[src/rtl/int_sequencer_if.sv]
// Bus between the interrupt/reset sequencer, memory read data, the control FSM and the datapath.
// The master modport is the sequencer's view; the slave modport is the surrounding core's view.
interface int_sequencer_if;
  logic [7:0]  mem_data;
  logic        last_cycle;
  logic        p_i;
  logic        nmi_n;
  logic        irq_n;
  logic        vec_ack;
  logic [7:0]  data_out;
  logic        int_active;
  logic [15:0] vec_addr;
  logic        b_flag;
  logic        pc_inc_inhibit;
  logic        push_inhibit;

  modport master (
    input  mem_data, last_cycle, p_i, nmi_n, irq_n, vec_ack,
    output data_out, int_active, vec_addr, b_flag, pc_inc_inhibit, push_inhibit
  );

  modport slave (
    output mem_data, last_cycle, p_i, nmi_n, irq_n, vec_ack,
    input  data_out, int_active, vec_addr, b_flag, pc_inc_inhibit, push_inhibit
  );
endinterface

[src/rtl/int_sequencer.sv]
// Interrupt/reset sequencer: substitutes BRK at instruction boundaries when reset, NMI or IRQ is
// pending, and supplies the vector address and hardware-entry flags to the datapath.
module int_sequencer #(
  parameter logic [7:0] BRK_OPCODE  = 8'h00,
  parameter int         SYNC_STAGES = 2
) (
  input logic            ph2,
  input logic            reset,
  int_sequencer_if.master bus
);

  if (SYNC_STAGES < 2) begin : g_bad_sync
    $error("int_sequencer: SYNC_STAGES must be at least 2");
  end

  typedef enum logic [1:0] {
    ST_IDLE    = 2'd0,
    ST_INJECT  = 2'd1,
    ST_SERVICE = 2'd2
  } state_e;

  typedef enum logic [1:0] {
    SRC_NONE  = 2'd0,
    SRC_RESET = 2'd1,
    SRC_NMI   = 2'd2,
    SRC_IRQ   = 2'd3
  } src_e;

  logic [SYNC_STAGES-1:0] nmi_sync_q, nmi_sync_d;
  logic [SYNC_STAGES-1:0] irq_sync_q, irq_sync_d;
  logic                   nmi_prev_q, nmi_prev_d;
  logic                   nmi_pend_q, nmi_pend_d;
  state_e                 state_q, state_d;
  src_e                   src_q, src_d;

  logic nmi_s;
  logic irq_s;
  logic nmi_edge;
  logic nmi_taken;
  logic irq_req;

  logic [7:0]  data_out_c;
  logic        int_active_c;
  logic [15:0] vec_addr_c;
  logic        b_flag_c;
  logic        pc_inc_inhibit_c;
  logic        push_inhibit_c;

  // Pin synchronizers, NMI falling-edge detect and the sticky NMI request.
  always_comb begin
    nmi_sync_d = {nmi_sync_q[SYNC_STAGES-2:0], bus.nmi_n};
    irq_sync_d = {irq_sync_q[SYNC_STAGES-2:0], bus.irq_n};
    nmi_s      = nmi_sync_q[SYNC_STAGES-1];
    irq_s      = irq_sync_q[SYNC_STAGES-1];
    nmi_prev_d = nmi_s;
    nmi_edge   = nmi_prev_q & ~nmi_s;
    nmi_taken  = (state_q == ST_INJECT) && (src_q == SRC_NMI);
    // A fresh edge wins over the clear so an NMI arriving during its own injection is not lost.
    nmi_pend_d = (nmi_pend_q & ~nmi_taken) | nmi_edge;
    irq_req    = ~irq_s & ~bus.p_i;
  end

  always_ff @(posedge ph2 or negedge reset) begin
    if (!reset) begin
      state_q    <= ST_INJECT;
      src_q      <= SRC_RESET;
      nmi_pend_q <= 1'b0;
      nmi_prev_q <= 1'b1;
      nmi_sync_q <= '1;
      irq_sync_q <= '1;
    end else begin
      state_q    <= state_d;
      src_q      <= src_d;
      nmi_pend_q <= nmi_pend_d;
      nmi_prev_q <= nmi_prev_d;
      nmi_sync_q <= nmi_sync_d;
      irq_sync_q <= irq_sync_d;
    end
  end

  always_comb begin
    state_d = state_q;
    src_d   = src_q;
    unique case (state_q)
      ST_IDLE: begin
        if (bus.last_cycle && (nmi_pend_q || irq_req)) begin
          state_d = ST_INJECT;
          src_d   = nmi_pend_q ? SRC_NMI : SRC_IRQ;
        end
      end
      ST_INJECT: begin
        state_d = ST_SERVICE;
      end
      ST_SERVICE: begin
        // Boundaries are ignored here; only the vector load ends the entry.
        if (bus.vec_ack) begin
          state_d = ST_IDLE;
          src_d   = SRC_NONE;
        end
      end
      default: begin
        state_d = ST_IDLE;
        src_d   = SRC_NONE;
      end
    endcase
  end

  always_comb begin
    data_out_c       = bus.mem_data;
    int_active_c     = 1'b0;
    pc_inc_inhibit_c = 1'b0;
    unique case (state_q)
      ST_INJECT: begin
        data_out_c       = BRK_OPCODE;
        int_active_c     = 1'b1;
        pc_inc_inhibit_c = 1'b1;
      end
      ST_SERVICE: begin
        int_active_c = 1'b1;
      end
      default: begin
        data_out_c = bus.mem_data;
      end
    endcase

    push_inhibit_c = (src_q == SRC_RESET);
    b_flag_c       = (src_q == SRC_NONE);
    unique case (src_q)
      SRC_RESET: vec_addr_c = 16'hFFFC;
      SRC_NMI:   vec_addr_c = 16'hFFFA;
      default:   vec_addr_c = 16'hFFFE;
    endcase
  end

  assign bus.data_out       = data_out_c;
  assign bus.int_active     = int_active_c;
  assign bus.vec_addr       = vec_addr_c;
  assign bus.b_flag         = b_flag_c;
  assign bus.pc_inc_inhibit = pc_inc_inhibit_c;
  assign bus.push_inhibit   = push_inhibit_c;

endmodule

[src/flat_wrapper.sv]
// flat-port wrapper written by rule: the top's interface ports become plain ports
module int_sequencer_flat 
#(
  parameter logic [7:0] BRK_OPCODE  = 8'h00,
  parameter int         SYNC_STAGES = 2
)
  (ph2, reset, bus_mem_data, bus_last_cycle, bus_p_i, bus_nmi_n, bus_irq_n, bus_vec_ack, bus_data_out, bus_int_active, bus_vec_addr, bus_b_flag, bus_pc_inc_inhibit, bus_push_inhibit);
  int_sequencer_if bus_i ();
  input logic ph2;
  input logic reset;
  input wire logic [$bits(bus_i.mem_data)-1:0] bus_mem_data;
  input wire logic [$bits(bus_i.last_cycle)-1:0] bus_last_cycle;
  input wire logic [$bits(bus_i.p_i)-1:0] bus_p_i;
  input wire logic [$bits(bus_i.nmi_n)-1:0] bus_nmi_n;
  input wire logic [$bits(bus_i.irq_n)-1:0] bus_irq_n;
  input wire logic [$bits(bus_i.vec_ack)-1:0] bus_vec_ack;
  output wire logic [$bits(bus_i.data_out)-1:0] bus_data_out;
  output wire logic [$bits(bus_i.int_active)-1:0] bus_int_active;
  output wire logic [$bits(bus_i.vec_addr)-1:0] bus_vec_addr;
  output wire logic [$bits(bus_i.b_flag)-1:0] bus_b_flag;
  output wire logic [$bits(bus_i.pc_inc_inhibit)-1:0] bus_pc_inc_inhibit;
  output wire logic [$bits(bus_i.push_inhibit)-1:0] bus_push_inhibit;
  assign bus_i.mem_data = bus_mem_data;
  assign bus_i.last_cycle = bus_last_cycle;
  assign bus_i.p_i = bus_p_i;
  assign bus_i.nmi_n = bus_nmi_n;
  assign bus_i.irq_n = bus_irq_n;
  assign bus_i.vec_ack = bus_vec_ack;
  assign bus_data_out = bus_i.data_out;
  assign bus_int_active = bus_i.int_active;
  assign bus_vec_addr = bus_i.vec_addr;
  assign bus_b_flag = bus_i.b_flag;
  assign bus_pc_inc_inhibit = bus_i.pc_inc_inhibit;
  assign bus_push_inhibit = bus_i.push_inhibit;
  int_sequencer #(.BRK_OPCODE(BRK_OPCODE), .SYNC_STAGES(SYNC_STAGES)) u_core (.ph2(ph2), .reset(reset), .bus(bus_i));
endmodule
[config.mk]
export PLATFORM = sky130hd
export DESIGN_NAME = int_sequencer_flat
export DESIGN_NICKNAME = d
export VERILOG_FILES = /design/src/rtl/int_sequencer_if.sv /design/src/rtl/int_sequencer.sv /design/src/flat_wrapper.sv
export SDC_FILE = /design/constraint.sdc
export NUM_CORES = 1
export LEC_CHECK = 0
export BUFFER_PORTS_ARGS = -buffer_cell sky130_fd_sc_hd__buf_2
export CORE_MARGIN = 8
export CORE_UTILIZATION = 42
export DETAILED_ROUTE_END_ITERATION = 12
export PLACE_DENSITY = 0.9
export SLEW_MARGIN = 5
export SYNTH_ARGS = -nofsm -noshare
export SYNTH_HDL_FRONTEND = slang
export SYNTH_SLANG_ARGS = --single-unit
[constraint.sdc]
create_clock -name ph2 -period 2.4 [get_ports ph2]
set_input_delay 0.48 -clock ph2 [delete_from_list [all_inputs] [get_ports ph2]]
set_output_delay 0.48 -clock ph2 [all_outputs]
set_load 0.02 [all_outputs]
==> out/results.ini <==
[run_status]
status = complete, no violations

[clock_tree]
cts_setup_buffers = 0
ctsResizeCount = 0
cts_sinks = 10
tritoncts = done
clock_latency_ns = 0.26
clock-root-buffer = clkbuf_4
cts_buffers = 3
cts.clk_slew.worst_paths_ns = 0.06
cts_max_level = 1
clockBufferDepth = 2
ctsHoldBuffers = 0

[place]
port_buffers = 28
hpwl_um = 1262
placed_cells = 106
globalplace.congestion = 0.7691

[timing]
fin_setup_tns_ns = 0
layout_min_cycle_time_ns = 1.924
finClkSkew_ns = 0.0005252
hold_violations = 0
max_freq_ghz = 0.5196
slew_viol_final = 0
fin_crit_sh_pct = 80.18
rsz0062_at_grt = false
setup_viol = 0
holdWs_ns = 0.06137

[floorplan]
row_count = 14
fp.coreArea_mm2 = 0.001454
die_x_um = 54.56
design.die.area_mm2 = 0.002976
initial_core_util_pct = 42.94
io_pins = 43
die_h_um = 54.56

[power]
power_density_mw_per_mm2 = 1176
switchingPower_uw = 399.8
seq_power_share_pct = 28.6
clockPowerShare_pct = 16.4
p_int_uw = 490.7
combPwrFrac_pct = 55.1
vdd_ir_drop_max_uv = 444.4
swShare_pct = 44.90
power.leakage_uw = 0.0003998

[synthesis]
synth_area_leaders = dfstp_2, buf_4, dfrtp_1, nor2b_1, ha_1
synth_most_common_cell = buf_4
ys_types = 22
synth.avg_cell_area_um2 = 9.605
synth-seq-cells = 10
synth_common_cells = buf_4, nor2b_1, dfstp_2, inv_1, nor2_1
synth-async-reset-ratio_pct = 100.0
syn_inst = 65
synth_area_um2 = 624.3
synth-warning-count = 0
synth_edf_count = 0
yosysTopAreaCellShare_pct = 29.46
synth_flop_cell = dfstp_2
ys_seq_area_share_pct = 41.48
yosysTopAreaCell = dfstp_2

[final_layout]
layout-drive-gt1-share_pct = 42.55
final_util_pct = 52.07
fin_cells = 110
areaGrowthSynthToFinish_pct = 21.24
finalNetCount = 113
antenna_cells = 0

[worst_setup_path]
cpMaxStageDelayCell = dfstp_2
crit_start = u_core.state_q[0]$_DFFE_PN1P_
slowest_delay_ns = 0.53
crit_path_end_kind = primary output
worstPathMaxFanout = 13
cp.required_ns = 1.92
r2r-start = u_core.state_q[0]$_DFFE_PN1P_
startpoint_type = register
path_cells = ha_1, nor2b_1, buf_2
cp.arrival_ns = 1.44
criticalPathCategory = reg2out

[detailed_routing]
drt_wl_total_um = 1423
vias = 519
drc_errors = 0
dr.pass1.iters = 4
drtIter0Drc = 8
postRouteAntennaNets = 0
wire_per_inst_um = 12.94
vias_per_cell = 4.718

[global_routing]
gr-usage-all-layers_pct = 8.762
antenna_found_initial = 0
grt-ovfl-total = 0
grt_pass1_vias = 449
grt_max_degree = 14
grt_pass1_wl_um = 1828

[flow_run]
max_cap_viol_count = 0

[hold_path]
hold_class = in2async

[placed cells by master (no fill, tap or decap)]
| cell | count |
|---|---|
| a21oi_1 | 1 |
| dfstp_2 | 7 |
| a21boi_0 | 1 |
| a41oi_1 | 1 |
| nand2b_1 | 2 |
| nor3_1 | 1 |
| o21bai_1 | 1 |
| nor2b_1 | 11 |
| or2_1 | 1 |
| nand3_1 | 1 |
| nor4_1 | 1 |
| clkbuf_4 | 3 |
| dfrtp_1 | 3 |
| conb_1 | 14 |
| o32a_1 | 1 |
| ha_1 | 3 |
| mux2i_1 | 1 |
| o22ai_1 | 1 |
| clkbuf_8 | 1 |
| nor2_1 | 4 |
| a311oi_2 | 1 |
| buf_2 | 28 |
| inv_1 | 6 |
[cells by family after synthesis]
logic type	count (synthesis)	synth area share [%]
AOI/OAI and AO/OA	7	9.620
buffers and inverters	21	21.04
muxes	1	1.603
other	2	1.203
and+or+nand+nor	21	19.04
adders and majority gates	3	6.013
DFF	10	41.48
[power groups by stage]
stage	Clock (µW)	Sequential, µW	Combinational [µW]
3_5_place_dp	0	256	497
4_1_cts	154	254	498
3_3_place_gp	0	254	476
2_1_floorplan	0	249	374
5_1_grt	161	259	537
6_report	146	254	491
[per-layer routing]
metal  routed length, µm  track usage [%]
met4                  21            6.148
met2                 662            16.79
met3                 352            3.804
met1                 388            6.761
met5                   0                0
[area by class of cell]
class | count | area, µm²
clock buffers | 4 | 36.28
fillers | 133 | 696.9
inverters | 6 | 22.52
multi-input cells | 46 | 279.0
flip-flops and latches | 10 | 259.0
well taps | 16 | 20.02
repair buffers | 28 | 140.1
[worst max-delay path, delay by kind of cell, from the launching register on]
kind	cells	cell delay (ns)
DFF	1	0.53
adders and majority gates	1	0.39
buffers and inverters	1	0.17
and+or+nand+nor	1	0.09
[state kept, by name, summed over array words and instances, names as in the netlist]
register and count:
u_core.nmi_sync_q 2, u_core.irq_sync_q 2, u_core.nmi_pend_q 1, u_core.nmi_prev_q 1
u_core.state_q 2, u_core.src_q 2
[per-stage QoR]
step | power (µW) | setup slack (ns) | cell area (µm²)
CTS | 905.2 | 0.4514 | 757.0
detailed placement | 753.2 | 0.7384 | 720.7
finish | 890.5 | 0.4756 | 757.0
floorplan | 623.8 | 0.6417 | 669.4
global route | 957.5 | 0.3585 | 757.0
global placement | 729.5 | 0.7987 | 720.7
[path summary, 6_finish.rpt]
check	depth (start not counted)	slack (ns)	to
max	3	0.48	bus_data_out[1]
max in group asynchronous	1	2.09	u_core.src_q[0]$_DFFE_PN1P_
min in group ph2	1	0.32	u_core.nmi_sync_q[0]$_DFF_PN1_
min	1	0.06	u_core.state_q[1]$_DFFE_PN0P_
min reg2reg	0	0.36	u_core.irq_sync_q[1]$_DFF_PN1_
max reg2reg	5	0.80	u_core.state_q[1]$_DFFE_PN0P_
(Power assumes the default switching activity.)
